`config.mk`:
```
export PLATFORM = sky130hd
export DESIGN_NAME = map_ss_seq
export DESIGN_NICKNAME = d
export VERILOG_FILES = /design/src/rtl/ss_pkg.sv /design/src/rtl/map_ss_seq_m2_sync.sv /design/src/rtl/map_ss_seq.sv
export SDC_FILE = /design/constraint.sdc
export NUM_CORES = 1
export LEC_CHECK = 0
export CAP_MARGIN = 40
export CORE_ASPECT_RATIO = 1.75
export CORE_MARGIN = 1.5
export CORE_UTILIZATION = 45
export DETAILED_ROUTE_END_ITERATION = 8
export GPL_TIMING_DRIVEN = 1
export PLACE_DENSITY_LB_ADDON = 0.1
export SKIP_CTS_REPAIR_TIMING = 1
export SYNTH_ARGS = -nofsm -noshare
export SYNTH_HDL_FRONTEND = slang
export SYNTH_HIERARCHICAL = 1
export SYNTH_SLANG_ARGS = --single-unit
```
`constraint.sdc`:
```
create_clock -name clk -period 2.84 [get_ports clk]
set_clock_uncertainty 0.2 [all_clocks]
set_input_delay 0.568 -clock clk [delete_from_list [all_inputs] [get_ports clk]]
set_output_delay 0.568 -clock clk [all_outputs]
set_load 0.005 [all_outputs]
```
`src/rtl/ss_pkg.sv`:
```
// Shared definitions for the save-state sequencer: state encoding, address width
// and transfer direction constants.
package ss_pkg;

    localparam int SS_LEN_DEF = 128;
    localparam int SS_AW      = 8;

    localparam logic SS_SAVE = 1'b0;
    localparam logic SS_LOAD = 1'b1;

    typedef enum logic [2:0] {
        SS_IDLE    = 3'd0,
        SS_SV_ADDR = 3'd1,
        SS_SV_PUSH = 3'd2,
        SS_RS_PULL = 3'd3,
        SS_RS_ARM  = 3'd4,
        SS_RS_WR   = 3'd5,
        SS_SUM     = 3'd6,
        SS_FIN     = 3'd7
    } ss_state_e;

endpackage

```
`src/rtl/map_ss_seq_m2_sync.sv`:
```
// Brings the cartridge M2 pin into the clk domain and emits registered one-clk
// rise/fall pulses, three clk behind the pin.
module m2_sync (
    input  logic clk_i,
    input  logic rst_ni,
    input  logic m2_i,
    output logic rise_o,
    output logic fall_o
);

    logic [2:0] sync_q;
    logic       rise_q;
    logic       fall_q;

    // sync_q[1:0] is the metastability chain; sync_q[2] holds the previous sample.
    always_ff @(posedge clk_i or negedge rst_ni) begin
        if (!rst_ni) begin
            sync_q <= '0;
            rise_q <= 1'b0;
            fall_q <= 1'b0;
        end else begin
            sync_q <= {sync_q[1:0], m2_i};
            rise_q <= sync_q[1] & ~sync_q[2];
            fall_q <= ~sync_q[1] & sync_q[2];
        end
    end

    assign rise_o = rise_q;
    assign fall_o = fall_q;

endmodule

```
`src/rtl/map_ss_seq.sv`:
```
// Save-state sequencer: streams mapper state out to the host (save) or back in,
// one write per M2 falling edge (restore). Define SS_SUM_EN to add a checksum byte.
module map_ss_seq
    import ss_pkg::*;
#(
    parameter int SS_LEN = SS_LEN_DEF
) (
    input  logic             clk,
    input  logic             rst_n,
    input  logic             m2,
    input  logic             start,
    input  logic             mode,
    input  logic             abort,
    output logic             busy,
    output logic             done,
    output logic             err,
    output logic [7:0]       tx_dat,
    output logic             tx_vld,
    input  logic             tx_rdy,
    input  logic [7:0]       rx_dat,
    input  logic             rx_vld,
    output logic             rx_rdy,
    output logic             ss_act,
    output logic             ss_we,
    output logic [SS_AW-1:0] ss_addr,
    output logic [7:0]       ss_wdat,
    input  logic [7:0]       ss_rdat,
    output ss_state_e        dbg_state_o
);

    // Nine address bits so SS_LEN=256 reaches its last address without wrapping.
    localparam logic [SS_AW:0] LAST = (SS_AW+1)'(SS_LEN - 1);

    ss_state_e      state_q, state_d;
    logic [SS_AW:0] addr_q, addr_d;
    logic [7:0]     tx_q, tx_d;
    logic [7:0]     wdat_q, wdat_d;
    logic           we_q, we_d;
    logic           err_q, err_d;
    logic           done_q, done_d;
    logic           m2_rise, m2_fall;
    logic           last;
`ifdef SS_SUM_EN
    logic [7:0]     sum_q, sum_d;
    logic           mode_q, mode_d;
`endif

    m2_sync u_m2_sync (
        .clk_i  (clk),
        .rst_ni (rst_n),
        .m2_i   (m2),
        .rise_o (m2_rise),
        .fall_o (m2_fall)
    );

    assign last = (addr_q == LAST);

    always_comb begin
        state_d = state_q;
        addr_d  = addr_q;
        tx_d    = tx_q;
        wdat_d  = wdat_q;
        we_d    = we_q;
        err_d   = err_q;
        done_d  = 1'b0;
`ifdef SS_SUM_EN
        sum_d   = sum_q;
        mode_d  = mode_q;
`endif
        case (state_q)
            SS_IDLE: if (start) begin
                state_d = (mode == SS_LOAD) ? SS_RS_PULL : SS_SV_ADDR;
                addr_d  = '0;
                err_d   = 1'b0;
`ifdef SS_SUM_EN
                sum_d   = '0;
                mode_d  = mode;
`endif
            end
            SS_SV_ADDR: begin
                tx_d    = ss_rdat;
                state_d = SS_SV_PUSH;
            end
            SS_SV_PUSH: if (tx_rdy) begin
`ifdef SS_SUM_EN
                sum_d = sum_q + tx_q;
`endif
                if (last) begin
`ifdef SS_SUM_EN
                    tx_d    = sum_q + tx_q;
                    state_d = SS_SUM;
`else
                    state_d = SS_FIN;
`endif
                end else begin
                    addr_d  = addr_q + 1'b1;
                    state_d = SS_SV_ADDR;
                end
            end
            SS_RS_PULL: if (rx_vld) begin
                wdat_d  = rx_dat;
`ifdef SS_SUM_EN
                sum_d   = sum_q + rx_dat;
`endif
                state_d = SS_RS_ARM;
            end
            // Waiting for a rise guarantees a full M2-high phase before the latching fall.
            SS_RS_ARM: if (m2_rise) begin
                we_d    = 1'b1;
                state_d = SS_RS_WR;
            end
            SS_RS_WR: if (m2_fall) begin
                we_d = 1'b0;
                if (last) begin
`ifdef SS_SUM_EN
                    state_d = SS_SUM;
`else
                    state_d = SS_FIN;
`endif
                end else begin
                    addr_d  = addr_q + 1'b1;
                    state_d = SS_RS_PULL;
                end
            end
            SS_SUM: begin
`ifdef SS_SUM_EN
                if (mode_q == SS_SAVE) begin
                    if (tx_rdy) state_d = SS_FIN;
                end else if (rx_vld) begin
                    if (rx_dat != sum_q) err_d = 1'b1;
                    state_d = SS_FIN;
                end
`else
                state_d = SS_IDLE;
`endif
            end
            SS_FIN:  state_d = SS_IDLE;
            default: state_d = SS_IDLE;
        endcase

        if (state_d == SS_FIN) done_d = 1'b1;

        if (abort && (state_q != SS_IDLE)) begin
            state_d = SS_IDLE;
            we_d    = 1'b0;
            err_d   = 1'b1;
            done_d  = 1'b1;
        end
    end

    always_ff @(posedge clk or negedge rst_n) begin
        if (!rst_n) begin
            state_q <= SS_IDLE;
            addr_q  <= '0;
            tx_q    <= '0;
            wdat_q  <= '0;
            we_q    <= 1'b0;
            err_q   <= 1'b0;
            done_q  <= 1'b0;
        end else begin
            state_q <= state_d;
            addr_q  <= addr_d;
            tx_q    <= tx_d;
            wdat_q  <= wdat_d;
            we_q    <= we_d;
            err_q   <= err_d;
            done_q  <= done_d;
        end
    end

`ifdef SS_SUM_EN
    always_ff @(posedge clk or negedge rst_n) begin
        if (!rst_n) begin
            sum_q  <= '0;
            mode_q <= SS_SAVE;
        end else begin
            sum_q  <= sum_d;
            mode_q <= mode_d;
        end
    end

    assign tx_vld = (state_q == SS_SV_PUSH) || ((state_q == SS_SUM) && (mode_q == SS_SAVE));
    assign rx_rdy = (state_q == SS_RS_PULL) || ((state_q == SS_SUM) && (mode_q == SS_LOAD));
`else
    assign tx_vld = (state_q == SS_SV_PUSH);
    assign rx_rdy = (state_q == SS_RS_PULL);
`endif

    assign busy        = (state_q != SS_IDLE) && (state_q != SS_FIN);
    assign ss_act      = (state_q != SS_IDLE) && (state_q != SS_FIN);
    assign done        = done_q;
    assign err         = err_q;
    assign tx_dat      = tx_q;
    assign ss_we       = we_q;
    assign ss_addr     = addr_q[SS_AW-1:0];
    assign ss_wdat     = wdat_q;
    assign dbg_state_o = state_q;

endmodule

```
After elaboration in Yosys (flattened, before gate mapping)

Cells that the tools add are included.

Register bits after elaboration: 36
Bits of input ports: 24
Output and inout port bits: 34
Word-level logic and storage cells: 67

$add $sub $neg: 1
Eq/ne operators: 15
Mux-type cells: 24
Bitwise operators: 4
Reductions and logical operators: 13

Operators by type and width:

| operator                                               | number |
|---|---|
| 2-to-1 mux 9 bit                                       | 4 |
| one-hot mux 9 bit (3 select lines)                     | 1 |
| 2-to-1 mux 3 bit                                       | 8 |
| one-hot mux 3 bit (7 select lines)                     | 1 |
| equality test 3 bit (second input constant)            | 5 |
| adder 9 x 1 -> 9 bit (second input constant)           | 1 |
| equality test 9 x 7 -> 1 bit (second input constant)   | 1 |
| nonzero test 3 bit                                     | 3 |
| 2-to-1 mux 1 bit                                       | 8 |
| equality test 3 x 2 -> 1 bit (second input constant)   | 2 |
| inequality test 3 x 2 -> 1 bit (second input constant) | 2 |
| inequality test 2 x 1 -> 1 bit (second input constant) | 2 |
| AND reduction 2 bit                                    | 2 |
| AND reduction 4 bit                                    | 1 |
| nonzero test 2 bit                                     | 2 |
| equality test 3 x 1 -> 1 bit (second input constant)   | 1 |
| logical NOT 3 bit                                      | 1 |
| inequality test 3 bit (second input constant)          | 1 |
| AND reduction 3 bit                                    | 1 |
| AND 1 bit                                              | 2 |
| logical AND 1 bit                                      | 2 |
| 2-to-1 mux 2 bit                                       | 1 |
| inequality test 2 bit (second input constant)          | 1 |
| inverter 1 bit                                         | 2 |
| 2 further kinds                                        | 2 |

Logic depth before layout (Yosys ltp)

Depth in word-level cells: 7
Gate-level depth with buffers: 7
Gate-level depth less buffers: 6

Modules after synthesis

The synthesis kept the hierarchy.

Modules (own cells, without submodules):

| module     | times used | cells an instance | area an instance (um^2) | sequential area each (um^2) |
|---|---|---|---|---|
| map_ss_seq | 1          | 148               | 1556.5                  | 775.7 |
| m2_sync    | 1          | 7                 | 140.1                   | 125.1 |

Worst setup path before layout

No wires, ideal clock.

Path kind: register to register
Start: reg addr_q[0]
End: reg addr_q[5]
Setup time: 0.078 ns
Data arrival time: 1.736 ns
Data required time: 2.562 ns
Setup slack: 0.826 ns
Cell stages (with the launch flop): 7
Path buffers: 0
Period minus slack after synthesis: 2.014 ns
Cell sequence: dfrtp_1 > ha_1 > nand4bb_1 > o2111ai_1 > a22o_2 > or4_1 > a21oi_1

Word-level cells in the longest chain between the ends: 4
Elaborated cells between the ends (all ways): 6
Those cells by class: 1 x add/sub; 1 x eq/ne; 4 x mux

RTL lines:

| element                                                                     | line                                                  | text |
|---|---|---|
| start: declaration                                                          | map_ss_seq.sv:35                                      | `logic [SS_AW:0] addr_q, addr_d;` |
| start signal: assignment                                                    | map_ss_seq.sv:162                                     | `addr_q <= addr_d;` |
| adder 9 x 1 -> 9 bit / equality test 9 x 7 -> 1 bit (equally long branches) | map_ss_seq.sv:96, map_ss_seq.sv:121, map_ss_seq.sv:56 |  |
| 2-to-1 mux 9 bit (*)                                                        | map_ss_seq.sv:88, map_ss_seq.sv:114                   |  |
| 2-to-1 mux 9 bit, on equally long branches                                  | map_ss_seq.sv:112, map_ss_seq.sv:84                   |  |
| one-hot mux 9 bit (3 select lines) (*)                                      | map_ss_seq.sv:70                                      | `case (state_q)` |

Every way passes the cells marked *; elsewhere a longest branch is shown, timed or not. The select of a mux whose other input is x is not followed.
A chain may end at the register's enable or synchronous reset.

Final worst setup path

Start: reg state_q[1], in the netlist dbg_state_o[1]
End: out tx_vld

Word-level cells in the longest chain between the ends: 1

RTL lines:

| element                      | line              | text |
|---|---|---|
| start: declaration           | map_ss_seq.sv:34  | `ss_state_e state_q, state_d;` |
| start signal: assignment     | map_ss_seq.sv:161 | `state_q <= state_d;` |
| equality test 3 x 2 -> 1 bit | map_ss_seq.sv:185 | `assign tx_vld = (state_q == SS_SV_PUSH);` |
| end: declaration             | map_ss_seq.sv:18  | `output logic tx_vld,` |

No other way between the ends.

==> metrics.sh <==
TIMING_HOLD_VIOLATIONS_FINAL=0
SYNTH.TOP_CELL.AREA_SHARE=0.5310
PORT-BUFFER-COUNT=57
R2R.WORST_PATH.CELLS=6
INITIAL_UTILIZATION=0.4676
DIEAREA_MM2=0.004162
PERIOD_SHARE=0.9569
IO-PIN-COUNT=58
FIRST_GLOBAL_VIAS=1382
RUN_STATUS='complete, no violations'
CORE_AREA_MM2=0.003628
REPORT.FINAL.SETUP_VIOL=0
WIRE_LENGTH_OF_THE_FIRST_GLOBAL_ROUTING_PASS_UM=6313
POSTSYNTHAREAPERCELL_UM2=10.95
TIMING_WORST_SETUP_PATH_TYPE='reg2out'
ANT_NETS=0
H-TREE-DEPTH=2
SYNTH_SEQUENTIAL_AREA_RATIO=0.5310
FINISH.CELL_COUNT_WITHOUT_FILLERS=254
WORST_SETUP_PATH_START_KIND='flip-flop'
GRT_ANTENNA_BEFORE_REPAIR=0
YS_DOMINANT_REG_CELL='sky130_fd_sc_hd__dfrtp_1'
TRITONCTS.NUM_BUFFERS=5
TIMING.FINAL.WS_SETUP_NS=0.1224
AREA_GROWTH_PCT=38.94
GRT_OVERFLOW=0
FINAL.FILL_COUNT=291
WHS_PATH_DEPTH=0
FINAL_LAYOUT_SIZE_SUFFIX_GT1_FRAC=0.1538
SYNTH.CELLS.MOST_FREQUENT='sky130_fd_sc_hd__dfrtp_1, sky130_fd_sc_hd__mux2_2, sky130_fd_sc_hd__a21oi_1, sky130_fd_sc_hd__nand2_1, sky130_fd_sc_hd__o21ai_0'
NETLIST.TOP_CELL.BY_AREA='sky130_fd_sc_hd__dfrtp_1'
RSZ0062_AT_GRT='no'
ANTENNA_CELLS=0
POST_DRT_VIA_CELL_RATIO=5.417
FMAX_MHz=368.0
TIMING.RR.END='addr_q[7]'
FIRST_ITER_VIOLATIONS=8
CTS_TREE='built'
POWER_PER_CELL_AREA_mW_PER_MM2=893.8
SYNTH-EDFF-COUNT=0
SYNTH_MOST_COMMON_CELL='sky130_fd_sc_hd__dfrtp_1'
CRIT_ARRIVAL_NS=1.95
PIN_COUNT_OF_THE_BIGGEST_NET_ENTERING_GLOBAL_ROUTING=37
REGTOREGSTARTPOINT='addr_q[0]'
CLOCKROOTBUFFER='sky130_fd_sc_hd__clkbuf_8'
ROUTE.FINAL.WIRE_LENGTH_UM=3726
DIE_WIDTH_UM=49.42
FLOORPLAN.ROWS=29
SYNTH_FP_NETS=180
GP_CONGESTION=0.8568
DRC_ERRORS=0
DETAILEDPLACE.WORSTSLACK_NS=0.3270
POST_SYNTH_INST_COUNT=155
CLKSLEWWORSTSETUPHOLDPATHS_NS=0.07
COUNT_OF_YOSYS_WARNINGS_DURING_SYNTHESIS=6
FINAL-MAX-SLEW-VIOLATION-COUNT=0
COUNT_OF_STATE_ELEMENTS_AFTER_SYNTHESIS=36
DETAIL_ROUTE.WL_PER_CELL_UM=14.67
TIMING.FINAL.CRIT_PERIOD_NS=2.718
MAX_SLEW_MARGIN=0.6943
WORST_HOLD_STARTPOINT='u_m2_sync/sync_q[0]'
CRITPATHREQUIREDTIME_NS=2.07
CRITICAL_PATH.ENDPOINT_TYPE='output pin'
FINALSETUPTNS_NS=0
LAYOUT.NETS=232
TOTAL_STANDARD_CELL_AREA_AFTER_SYNTHESIS_MM2=0.001697
SYNTH_ASYNC_SR_FLOP_SHARE=1.000
TRITONCTS_NUM_SINKS=36
LEAKAGEPOWER_nW=0.9739
DRT_PRE_ANTENNA_ITERS=4
SYNTHTOPCELLSBYAREA='sky130_fd_sc_hd__dfrtp_1, sky130_fd_sc_hd__mux2_2, sky130_fd_sc_hd__buf_4'
REG_TO_REG_SETUP_TIMING_SLACK_NS=0.56
VIA_COUNT=1376
HP-CLASS='reg2reg'
CTS.PATH.MAX_BUFFERS=2
SYNTH.DISTINCT_CELLS=39
CLK-INSERTION-DELAY-LATE_NS=0.29
DIE_H_UM=84.23
TIMING.HOLD.WORST_ENDPOINT='u_m2_sync/sync_q[1]'
DETAILEDPLACEMENTHPWL_UM=2801
PLACED_CELL_AREA_MM2=0.002246
MAXCAPVIOLATIONS=0
PLACE_INST=246
CP_MAX_FO=7
GLOBALROUTETOTALUTIL=0.2011
WORSTMARGINPINSLEW_NS=0.4585
MAX-VDD-IR-DROP_mV=0.5725
FINALINSTANCEAREA_MM2=0.002357
-- through the flow --
stage                     hold slack, ns  utilization  power [mW]
after global placement            0.1386       0.6190       1.648
after global routing              0.1822       0.6497       2.247
after CTS                         0.1680       0.6497       2.131
final                             0.1634       0.6497       2.107
after floorplan                  0.07241            -       1.210
after detailed placement          0.1411       0.6190       1.674
-- report_power, final --
| part | internal [mW] | switching (mW) | total (mW) |
|---|---|---|---|
| clock | 0.260 | 0.188 | 0.448 |
| combinational | 0.543 | 0.331 | 0.873 |
| sequential | 0.674 | 0.111 | 0.785 |
-- cell type report --
cell class	instances	area (µm²)	area share
clock buffers	5	68.82	0.02919
well taps	46	57.56	0.02442
multi-input cells	100	679.4	0.2882
inverters	4	15.01	0.006369
repair buffers	60	593.1	0.2516
clock inverters	3	42.54	0.01805
flip-flops and latches	36	900.9	0.3822
-- sequential cells by signal, indices dropped and copies added (netlist names) --
register and flops:
addr_q 9, ss_wdat 8, tx_dat 8, dbg_state_o 3
u_m2_sync/sync_q 3, done 1, err 1, ss_we 1
u_m2_sync/fall_o 1, u_m2_sync/rise_o 1
-- worst max-delay path by stage --
| stage | from | endpoint | depth (start not counted) |
|---|---|---|---|
| 3_5_place_dp | tx_rdy | addr_q[5] | 5 |
| 6_report | dbg_state_o[1] | tx_vld | 4 |
| 2_1_floorplan | addr_q[0] | addr_q[5] | 6 |
| 3_3_place_gp | tx_rdy | addr_q[5] | 5 |
| 5_1_grt | dbg_state_o[1] | tx_vld | 4 |
| 4_1_cts | dbg_state_o[1] | tx_vld | 4 |
-- cell families (layout without fill, tap and decap cells) --
family          Yosys count  count (layout)  share of synthesized area
simple gates             42              42                     0.1394
buf+inv                  19              72                    0.06858
flops                    36              36                     0.5310
mux                      17              17                     0.1121
compound gates           40              40                     0.1416
fa+ha+maj                 1               1                   0.007373
-- critical path, cell delays in order, from the launching register on --
cell	delay (ns)
sky130_fd_sc_hd__dfrtp_1	0.50
sky130_fd_sc_hd__inv_1	0.14
sky130_fd_sc_hd__or3_1	0.44
sky130_fd_sc_hd__inv_2	0.10
sky130_fd_sc_hd__clkdlybuf4s50_1	0.49
-- placed cells by master, fill, tap and decap left out, types with 2 or more instances in the layout --
master                            netlist  final
sky130_fd_sc_hd__clkdlybuf4s50_1        0     57
sky130_fd_sc_hd__dfrtp_1               36     36
sky130_fd_sc_hd__mux2_2                16     16
sky130_fd_sc_hd__a21oi_1               12     12
sky130_fd_sc_hd__nand2_1               12     12
sky130_fd_sc_hd__o21ai_0               10     10
sky130_fd_sc_hd__or3_1                  5      5
sky130_fd_sc_hd__clkbuf_8               0      5
sky130_fd_sc_hd__o21ai_1                4      4
sky130_fd_sc_hd__nor2_1                 4      4
sky130_fd_sc_hd__nand3_1                4      4
sky130_fd_sc_hd__o31ai_1                4      4
sky130_fd_sc_hd__inv_1                  3      3
sky130_fd_sc_hd__or4_1                  3      3
sky130_fd_sc_hd__buf_4                  9      3
sky130_fd_sc_hd__nor3_1                 2      2
sky130_fd_sc_hd__a21o_1                 2      2
sky130_fd_sc_hd__and3_1                 2      2
sky130_fd_sc_hd__nor2b_1                2      2
-- per-layer routing --
layer	share of wire	vias up	GRT usage
met5	0	-	0
met4	0.022	0	0.09848
met3	0.047	9	0.05160
met2	0.56	39	0.3587
met1	0.37	673	0.2153
li1	-	655	-
No activity file was read; power rests on OpenSTA's default activity.
